## config.mk

```make
export PLATFORM = sky130hd
export DESIGN_NAME = memory_access_unit
export DESIGN_NICKNAME = d
export VERILOG_FILES = /design/src/rtl/core_pkg.sv /design/src/rtl/lsu_lane_align.sv /design/src/rtl/memory_access_unit.sv
export SDC_FILE = /design/constraint.sdc
export NUM_CORES = 1
export LEC_CHECK = 0
export BUFFER_PORTS_ARGS = -buffer_cell sky130_fd_sc_hd__buf_2
export CAP_MARGIN = 20
export CORE_MARGIN = 1
export CORE_UTILIZATION = 46
export DETAILED_ROUTE_END_ITERATION = 8
export PLACE_DENSITY_LB_ADDON = 0.05
export RECOVER_POWER = 50
export SLEW_MARGIN = 40
export SYNTH_ARGS = -nofsm -noshare
export SYNTH_HDL_FRONTEND = slang
export SYNTH_HIERARCHICAL = 1
export SYNTH_SLANG_ARGS = --single-unit
```

## constraint.sdc

```tcl
create_clock -name clk -period 2.5 [get_ports clk]
set_clock_uncertainty 0.2 [all_clocks]
set_input_delay 0.25 -clock clk [delete_from_list [all_inputs] [get_ports clk]]
set_output_delay 0.25 -clock clk [all_outputs]
set_load 0.02 [all_outputs]
```

## src/rtl/core_pkg.sv

```systemverilog
// Shared core definitions: funct3 size/sign codes, result-source encoding
// and the memory-access FSM state type.
package core_pkg;

    localparam logic [2:0] F3_B  = 3'b000;
    localparam logic [2:0] F3_H  = 3'b001;
    localparam logic [2:0] F3_W  = 3'b010;
    localparam logic [2:0] F3_BU = 3'b100;
    localparam logic [2:0] F3_HU = 3'b101;

    localparam logic [1:0] RESULT_SRC_MEM = 2'b01;

    typedef enum logic [1:0] {
        IDLE = 2'd0,
        BUSY = 2'd1,
        DONE = 2'd2
    } mau_state_t;

endpackage

```

## src/rtl/lsu_lane_align.sv

```systemverilog
// Combinational lane logic: store steering and byte enables, load lane
// extraction with sign/zero extension, and misalignment detection.
module lsu_lane_align
    import core_pkg::*;
#(
    parameter int unsigned DATA_WIDTH = 32,
    parameter int unsigned BE_WIDTH   = DATA_WIDTH / 8
) (
    input  logic                  i_store,
    input  logic [2:0]            i_funct3,
    input  logic [1:0]            i_off,
    input  logic [DATA_WIDTH-1:0] i_wdata,
    input  logic [DATA_WIDTH-1:0] i_rdata,
    output logic [BE_WIDTH-1:0]   o_be,
    output logic [DATA_WIDTH-1:0] o_wdata,
    output logic [DATA_WIDTH-1:0] o_load,
    output logic                  o_misaligned
);

    logic [DATA_WIDTH-1:0] w_shifted;
    logic [7:0]            w_byte;
    logic [15:0]           w_half;

    assign w_shifted = i_rdata >> {i_off, 3'b000};
    assign w_byte    = w_shifted[7:0];
    assign w_half    = w_shifted[15:0];

    // Size decode; any funct3 not naming a byte or half is a word access
    always_comb begin
        o_be         = '1;
        o_wdata      = '0;
        o_load       = i_rdata;
        o_misaligned = 1'b0;
        case (i_funct3)
            F3_B, F3_BU: begin
                if (i_store) begin
                    o_be    = BE_WIDTH'(4'b0001 << i_off);
                    o_wdata = {(DATA_WIDTH/8){i_wdata[7:0]}};
                end
                o_load = (i_funct3 == F3_B) ? {{(DATA_WIDTH-8){w_byte[7]}}, w_byte}
                                            : {{(DATA_WIDTH-8){1'b0}}, w_byte};
            end
            F3_H, F3_HU: begin
                o_misaligned = i_off[0];
                if (i_store) begin
                    o_be    = BE_WIDTH'(4'b0011 << i_off);
                    o_wdata = {(DATA_WIDTH/16){i_wdata[15:0]}};
                end
                o_load = (i_funct3 == F3_H) ? {{(DATA_WIDTH-16){w_half[15]}}, w_half}
                                            : {{(DATA_WIDTH-16){1'b0}}, w_half};
            end
            default: begin
                o_misaligned = (i_off != 2'b00);
                if (i_store) begin
                    o_wdata = i_wdata;
                end
            end
        endcase
    end

endmodule

```

## src/rtl/memory_access_unit.sv

```systemverilog
// M-stage memory access unit: issues one data-memory request per load/store,
// stalls the pipeline until the handshake completes, then presents the result.
module memory_access_unit
    import core_pkg::*;
#(
    parameter int unsigned DATA_WIDTH = 32,
    parameter int unsigned BE_WIDTH   = DATA_WIDTH / 8
) (
    input  logic                  clk,
    input  logic                  rst,
    input  logic                  ValidM,
    input  logic                  MemWriteM,
    input  logic [1:0]            ResultSrcM,
    input  logic [2:0]            AddressingControlM,
    input  logic [DATA_WIDTH-1:0] ALUResultM,
    input  logic [DATA_WIDTH-1:0] WriteDataM,
    output logic                  mem_req,
    output logic                  mem_we,
    output logic [DATA_WIDTH-1:0] mem_addr,
    output logic [BE_WIDTH-1:0]   mem_be,
    output logic [DATA_WIDTH-1:0] mem_wdata,
    input  logic                  mem_ready,
    input  logic [DATA_WIDTH-1:0] mem_rdata,
    output logic [DATA_WIDTH-1:0] ReadDataM,
    output logic                  StallM,
    output logic                  MisalignedM
);

    mau_state_t            r_state;
    mau_state_t            w_next;
    logic [DATA_WIDTH-1:0] r_rdata;
    logic                  r_flush;

    logic                  w_access;
    logic                  w_is_load;
    logic                  w_capture;
    logic                  w_req;
    logic                  w_stall;
    logic                  w_misal;
    logic [DATA_WIDTH-1:0] w_rd;
    logic [BE_WIDTH-1:0]   w_be;
    logic [DATA_WIDTH-1:0] w_wdata;
    logic [DATA_WIDTH-1:0] w_load;
    logic                  w_misaligned;

    assign w_access  = ValidM & (MemWriteM | (ResultSrcM == RESULT_SRC_MEM));
    assign w_is_load = w_access & ~MemWriteM;

    lsu_lane_align #(
        .DATA_WIDTH (DATA_WIDTH),
        .BE_WIDTH   (BE_WIDTH)
    ) u_lane (
        .i_store      (MemWriteM),
        .i_funct3     (AddressingControlM),
        .i_off        (ALUResultM[1:0]),
        .i_wdata      (WriteDataM),
        .i_rdata      (r_rdata),
        .o_be         (w_be),
        .o_wdata      (w_wdata),
        .o_load       (w_load),
        .o_misaligned (w_misaligned)
    );

    // State, captured read word, and flush-during-wait marker
    always_ff @(posedge clk) begin
        if (rst) begin
            r_state <= IDLE;
            r_rdata <= '0;
            r_flush <= 1'b0;
        end else begin
            r_state <= w_next;
            if (w_capture) begin
                r_rdata <= mem_rdata;
            end
            if (r_state == IDLE) begin
                r_flush <= 1'b0;
            end else if ((r_state == BUSY) && !ValidM) begin
                r_flush <= 1'b1;
            end
        end
    end

    always_comb begin
        w_next    = r_state;
        w_capture = 1'b0;
        w_req     = 1'b0;
        w_stall   = 1'b0;
        w_misal   = 1'b0;
        w_rd      = '0;
        case (r_state)
            IDLE: begin
                if (w_access && w_misaligned) begin
                    w_misal = 1'b1;
                end else if (w_access) begin
                    w_req   = 1'b1;
                    w_stall = 1'b1;
                    if (mem_ready) begin
                        w_capture = 1'b1;
                        w_next    = DONE;
                    end else begin
                        w_next = BUSY;
                    end
                end
            end
            // A flushed request still finishes its handshake here
            BUSY: begin
                w_req   = 1'b1;
                w_stall = 1'b1;
                if (mem_ready) begin
                    w_capture = 1'b1;
                    w_next    = DONE;
                end
            end
            DONE: begin
                w_next = IDLE;
                if (w_is_load && !r_flush) begin
                    w_rd = w_load;
                end
            end
            default: w_next = IDLE;
        endcase
    end

    assign mem_req     = w_req & ~rst;
    assign StallM      = w_stall & ~rst;
    assign MisalignedM = w_misal & ~rst;
    assign ReadDataM   = rst ? '0 : w_rd;
    assign mem_we      = mem_req & MemWriteM;
    assign mem_be      = mem_req ? w_be : '0;
    assign mem_wdata   = mem_req ? w_wdata : '0;
    assign mem_addr    = mem_req ? {ALUResultM[DATA_WIDTH-1:2], 2'b00} : '0;

endmodule

```

==> metrics.cfg, run 1 <==
[grt]
grt_pass1_vias = 3588
grt_util_all_layers_pct = 26.0
antenna_found_initial = 0
grt-ovfl-total = 0
grt_max_degree = 66
grt_pass1_wl_um = 18100

[timing]
rsz0062_at_grt = true
tightest_slew_ns = 0.983
relSlewSlack_pct = 34.5
maxSlewViolCount = 0
fmax_ghz = 0.396
setup_violations = 2
hold_viol_final = 0
setup_slack_ns = -0.0249
period_minus_slack_ns = 2.52
period_share_pct = 101

[clock_network]
clock_sinks = 35
cts_tree = done
h-tree-depth = 2
cts_hold_buf = 0
clk_latency_ns = 0.29
root_buffer = clkbuf_8
clockBufferDepth = 2
clk_pin_slew_worst_paths_ns = 0.07
cts_buffers = 5

[cells_and_area]
mostFrequentLayoutCell = buf_2
drive_gt1_share_pct = 45.5
finalInstanceArea_um2 = 5290
final_cell_mix = buf_2, and2_1, mux2i_1
syn_to_final_growth_pct = 35.3
final_nets = 800
n_antenna_cell = 0

[routing]
drt_iter0_markers = 142
avgRoutedWirePerCell_um = 15.1
routed_via_density = 5.08
drc_errors = 0
antenna_left = 0
routed_wl_um = 12000
drt-pass1-iter-count = 4
vias = 4042

[pwr]
power.total_mw = 1.54
seqPwrFrac_pct = 39.2
p_sw_mw = 0.496
power_frac_comb_pct = 33.3
irDropWorstVdd_mv = 0.332
swShare_pct = 32.1
p_leak_nw = 2.97
power.density_nw_per_um2 = 292
p_int_mw = 1.05
pwr-share-clk_pct = 27.5

[die]
dieArea_um2 = 8860
die_w_um = 94.2
num_io_pins = 210
rows = 33
core_um2 = 8220
start_util_pct = 47.5
dieHeight_um = 94.2

[synthesis]
syn_area_um2 = 3910
synth_seq_cells = 35
ys.flop_type = dfxtp_1
async_flop_share_pct = 0
yosysSeqAreaShare_pct = 17.9
synth_edf_count = 0
synth.avg_cell_area_um2 = 7.91
yosysWarnings = 6
synth_cell_types = 46
syn_inst = 494

[critical_path]
r2r-end = r_rdata[15]$_SDFFE_PP0P_
path_buf_inv = 3
slowest_delay_ns = 0.43
critPathSlowestCell = or4_4
cp_max_fo = 8
crit_top_cell = buf_6
crit_chain = mux2i_4, or4_4, a311oi_4, buf_6, buf_12, a21o_1, and2_4, buf_6
crit_family = simple AND/OR/NAND/NOR gates
cp-end-kind = output pin
path_class = flop to output pin
cp_data_required_time_ns = 2.05
arrival_ns = 2.07
r2r_cells = 3
r2r-start = r_state[1]$_SDFFE_PP0P_
ff2ff_setup_slack_ns = 0.94
start_kind = flop

[worst_hold_path]
hp-class = input pin to flop
min_to = r_state[1]$_SDFFE_PP0P_
hold_depth = 2
min_from = mem_ready

[placement]
port_buffers = 207
placed_area_um2 = 5000
post-dp-hpwl_um = 8950
gp_congestion = 0.821

[run_status]
status = finished with violations
violations = setup timing

[job]
drv_cap = 0

-- cells in the mapped netlist (2+ instances only) --
| library cell | count | area [um2] |
|---|---|---|
| nor2_1 | 17 | 63.8 |
| buf_4 | 5 | 37.5 |
| or2b_2 | 50 | 438 |
| a21boi_0 | 8 | 60.1 |
| o21ai_0 | 19 | 95.1 |
| o211a_1 | 8 | 80.1 |
| nand2b_1 | 17 | 106 |
| a22oi_1 | 7 | 52.6 |
| a32oi_1 | 7 | 61.3 |
| nor3_1 | 2 | 10.0 |
| inv_1 | 9 | 33.8 |
| dfxtp_1 | 35 | 701 |
| buf_2 | 3 | 15.0 |
| nand3b_1 | 2 | 15.0 |
| mux2i_1 | 58 | 581 |
| o21ai_1 | 6 | 30.0 |
| ha_1 | 4 | 50.1 |
| a21o_1 | 16 | 120 |
| nor2b_1 | 10 | 62.6 |
| nand3_1 | 2 | 10.0 |
| buf_1 | 4 | 15.0 |
| inv_2 | 2 | 7.51 |
| nand2_1 | 29 | 109 |
| a21oi_1 | 8 | 40.0 |
| a22o_1 | 7 | 61.3 |
| clkbuf_1 | 27 | 101 |
| and2_1 | 109 | 682 |
| buf_6 | 3 | 33.8 |
| buf_12 | 3 | 60.1 |
-- power groups by stage --
stage               clock network [mW]  logic (mW)  registers (mW)
floorplan                            0       0.335           0.607
global placement                     0       0.493           0.617
detailed placement                   0       0.502           0.617
CTS                              0.430       0.511           0.604
global route                     0.456       0.562           0.608
finish                           0.424       0.514           0.605
-- logic make-up after synthesis --
logic type	after synthesis	share of synthesized area, %
adders and majority gates	4	1.28
other	1	0.0960
muxes	59	15.2
DFF	35	17.9
and+or+nand+nor	245	40.1
AOI/OAI and AO/OA	93	17.6
buffers and inverters	57	7.91
-- worst max-delay path by stage --
stage	startpoint	end	slack, ns	depth (start not counted)
6_report	r_rdata[7]$_SDFFE_PP0P_	ReadDataM[22]	-0.02	8
5_1_grt	r_rdata[7]$_SDFFE_PP0P_	ReadDataM[22]	-0.09	8
4_1_cts	r_rdata[15]$_SDFFE_PP0P_	ReadDataM[26]	0.00004	8
3_5_place_dp	ALUResultM[0]	ReadDataM[17]	0.17	8
3_3_place_gp	ALUResultM[0]	ReadDataM[18]	0.21	8
2_1_floorplan	ALUResultM[0]	mem_addr[22]	0.17	9
-- flip-flops by register name, summed over array words and instances (netlist names) --
register,cells
r_rdata,32
r_flush,1
r_state,2
-- cell type report --
class,count,area (um2)
Timing Repair Buffer,234,1370
Fill cell,763,2930
Multi-Input combinational cell,403,2950
Clock inverter,1,5.00
Clock buffer,6,82.6
Inverter,11,41.3
Tap cell,105,131
Sequential cell,35,708
-- routing by layer --
metal	GRT usage, %	vias to the layer above	part of all wire, %
li1	-	2041	-
met1	28.8	1851	39
met2	48.9	129	53
met3	3.72	21	5.5
met4	10.3	0	2.4
met5	0	-	0
-- stage by stage --
stage          TNS, ns  util (%)  cells  hold WS, ns  setup slack (ns)
2_1_floorplan        0         -    495        0.172             0.172
3_3_place_gp         0      60.8    780        0.286             0.209
3_5_place_dp         0      60.8    780        0.284             0.171
4_1_cts              0      63.6    793      0.00626         0.0000393
5_1_grt          -1.03      64.3    795       0.0179           -0.0874
6_report       -0.0320      64.3    795      0.00344           -0.0249
-- what timing repair did --
action | CTS | global route
pin swaps | 1 | 1
resized for setup | 30 | 12
setup endpoints to repair | 16 | 16
setup buffers | 5 | 2
gates cloned | 1 | 0
(Power assumes the default switching activity.)
==> run 2: changes to the inputs <==
--- a/config.mk
+++ b/config.mk
@@ -7,6 +7,7 @@
 export LEC_CHECK = 0
 export BUFFER_PORTS_ARGS = -buffer_cell sky130_fd_sc_hd__buf_2
 export CAP_MARGIN = 20
+export CORE_ASPECT_RATIO = 0.8
 export CORE_MARGIN = 1
 export CORE_UTILIZATION = 46
 export DETAILED_ROUTE_END_ITERATION = 8
==> run 2 against run 1 <==
Compared with the run above:
- register-to-register slack lost 0.26 ns
- setup slack got worse by 0.015 ns
- critical path type unchanged
- utilization increased by 0.14 points
- total power decreased by 1.9%
- combinational power is 1% lower
- the flow still finishes with violations (setup timing)
- first-iteration DRC count rose by 100%
==> metrics.cfg, run 2 (same netlist as run 1, synthesis figures left out) <==
[pwr]
power_frac_comb_pct = 33.6
irDropWorstVdd_mv = 0.198
p_leak_nw = 2.91
p_sw_mw = 0.495
p_int_mw = 1.02
swShare_pct = 32.7
power.density_nw_per_um2 = 290
pwr-share-clk_pct = 26.5
seqPwrFrac_pct = 39.9
power.total_mw = 1.51

[cells_and_area]
n_antenna_cell = 0
multi_input_area_um2 = 2940
drive_gt1_share_pct = 44.4
finalInstanceArea_um2 = 5220
final_nets = 796
nFillCells = 733
largest_reg_flops = 32
mostFrequentLayoutCell = buf_2
reg_top3 = r_rdata: 32 flops, r_state: 2 flops, r_flush: 1 flops
stdcell_count = 795
syn_to_final_growth_pct = 33.5
final_cell_mix = buf_2, and2_1, mux2i_1
regMostFlops = r_rdata
final_util_pct = 64.5
seqCellArea_um2 = 707

[grt]
grt.busiest_layer = met2
grt_use_met1_pct = 32.9
grt_max_degree = 66
grt_util_all_layers_pct = 25.4
grt_pass1_vias = 3818
grtUsageMet2_pct = 44.5
use_met3_pct = 4.50
grt-ovfl-total = 0
grt_pass1_wl_um = 18500
antenna_found_initial = 0

[critical_path]
cp_data_required_time_ns = 2.05
cp-end-kind = output pin
cp_max_fo = 8
crit_chain = mux2i_2, or4_4, a311oi_4, buf_4, buf_8, a21o_1, and2_4, buf_6
slowest_delay_ns = 0.44
arrival_ns = 2.09
critPathSlowestCell = or4_4
path_class = flop to output pin
start_kind = flop

[timing]
period_minus_slack_ns = 2.54
hold_slack_ns = 0.0115
hold_viol_final = 0
period_share_pct = 102
setup_violations = 8
relSlewSlack_pct = 32.1
tightest_slew_ns = 1.02
setup_slack_ns = -0.0400
maxSlewViolCount = 0
rsz0062_at_grt = true
fmax_ghz = 0.394

[routing]
drc_errors = 0
routed_wl_um = 11700
avgRoutedWirePerCell_um = 14.7
drt_iter0_markers = 290
routed_via_density = 5.07
antenna_left = 0
vias = 4033
drt-pass1-iter-count = 5

[clock_network]
cts_tree = done
clockBufferDepth = 2
h-tree-depth = 2
clk_latency_ns = 0.29
clk_pin_slew_worst_paths_ns = 0.07
root_buffer = clkbuf_8
cts_buffers = 5
cts_hold_buf = 0
clock_sinks = 35

[run_status]
violations = setup timing
status = finished with violations

[placement]
placed_cells = 784
port_buffers = 207
placed_area_um2 = 5010
post-dp-hpwl_um = 8560
gp_congestion = 0.822

[die]
dieArea_um2 = 8870
rows = 29
start_util_pct = 48.3
dieHeight_um = 84.4
core_um2 = 8090
num_io_pins = 210
die_w_um = 105

[worst_hold_path]
hp-class = input pin to flop

[job]
drv_cap = 0

## run 2: area by class of cell
class                   count  share of cell area [%]
multi-input cells         403                    56.3
clock inverters             1                  0.0959
well taps                 108                    2.59
inverters                  11                   0.792
flip-flops and latches     35                    13.6
repair buffers            230                    25.2
clock buffers               7                    1.46
## run 2: timing repair
item,4_1_cts,5_1_grt
buffers inserted,3,1
gates cloned,1,0
setup endpoints to repair,16,16
gates resized for setup,40,8
pin swaps,2,0
## run 2: through the flow
step / setup slack, ns / setup TNS [ns]
finish: -0.0400 / -0.246
CTS: -0.0357 / -0.405
global route: -0.102 / -3.65
global placement: 0.203 / 0
detailed placement: 0.0953 / 0
floorplan: 0.172 / 0
## run 2: final timing paths
path,startpoint,to,depth (start not counted),slack (ns)
hold reg to reg,r_rdata[3]$_SDFFE_PP0P_,r_rdata[3]$_SDFFE_PP0P_,2,0.30
hold / removal,mem_ready,r_state[1]$_SDFFE_PP0P_,2,0.01
setup / recovery,r_rdata[15]$_SDFFE_PP0P_,ReadDataM[19],8,-0.04
setup reg to reg,r_state[1]$_SDFFE_PP0P_,r_rdata[15]$_SDFFE_PP0P_,3,0.68
## run 2: layer usage
layer,up-vias,routed length (um)
met4,0,138
li1,2021,-
met1,1837,5210
met2,160,5520
met5,-,0
met3,15,779
## run 2: power groups by stage
stage               logic, mW  clock network, mW  registers [mW]
floorplan               0.335                  0           0.607
global placement        0.495                  0           0.616
detailed placement      0.505                  0           0.616
CTS                     0.512              0.408           0.603
global route            0.556              0.442           0.607
finish                  0.508              0.401           0.604
## run 2: worst max-delay path, delay by kind of cell (launching register included)
family | cells | cell delay [ns]
simple gates | 2 | 0.58
flops | 1 | 0.36
mux | 1 | 0.08
buf+inv | 3 | 0.40
compound gates | 2 | 0.38
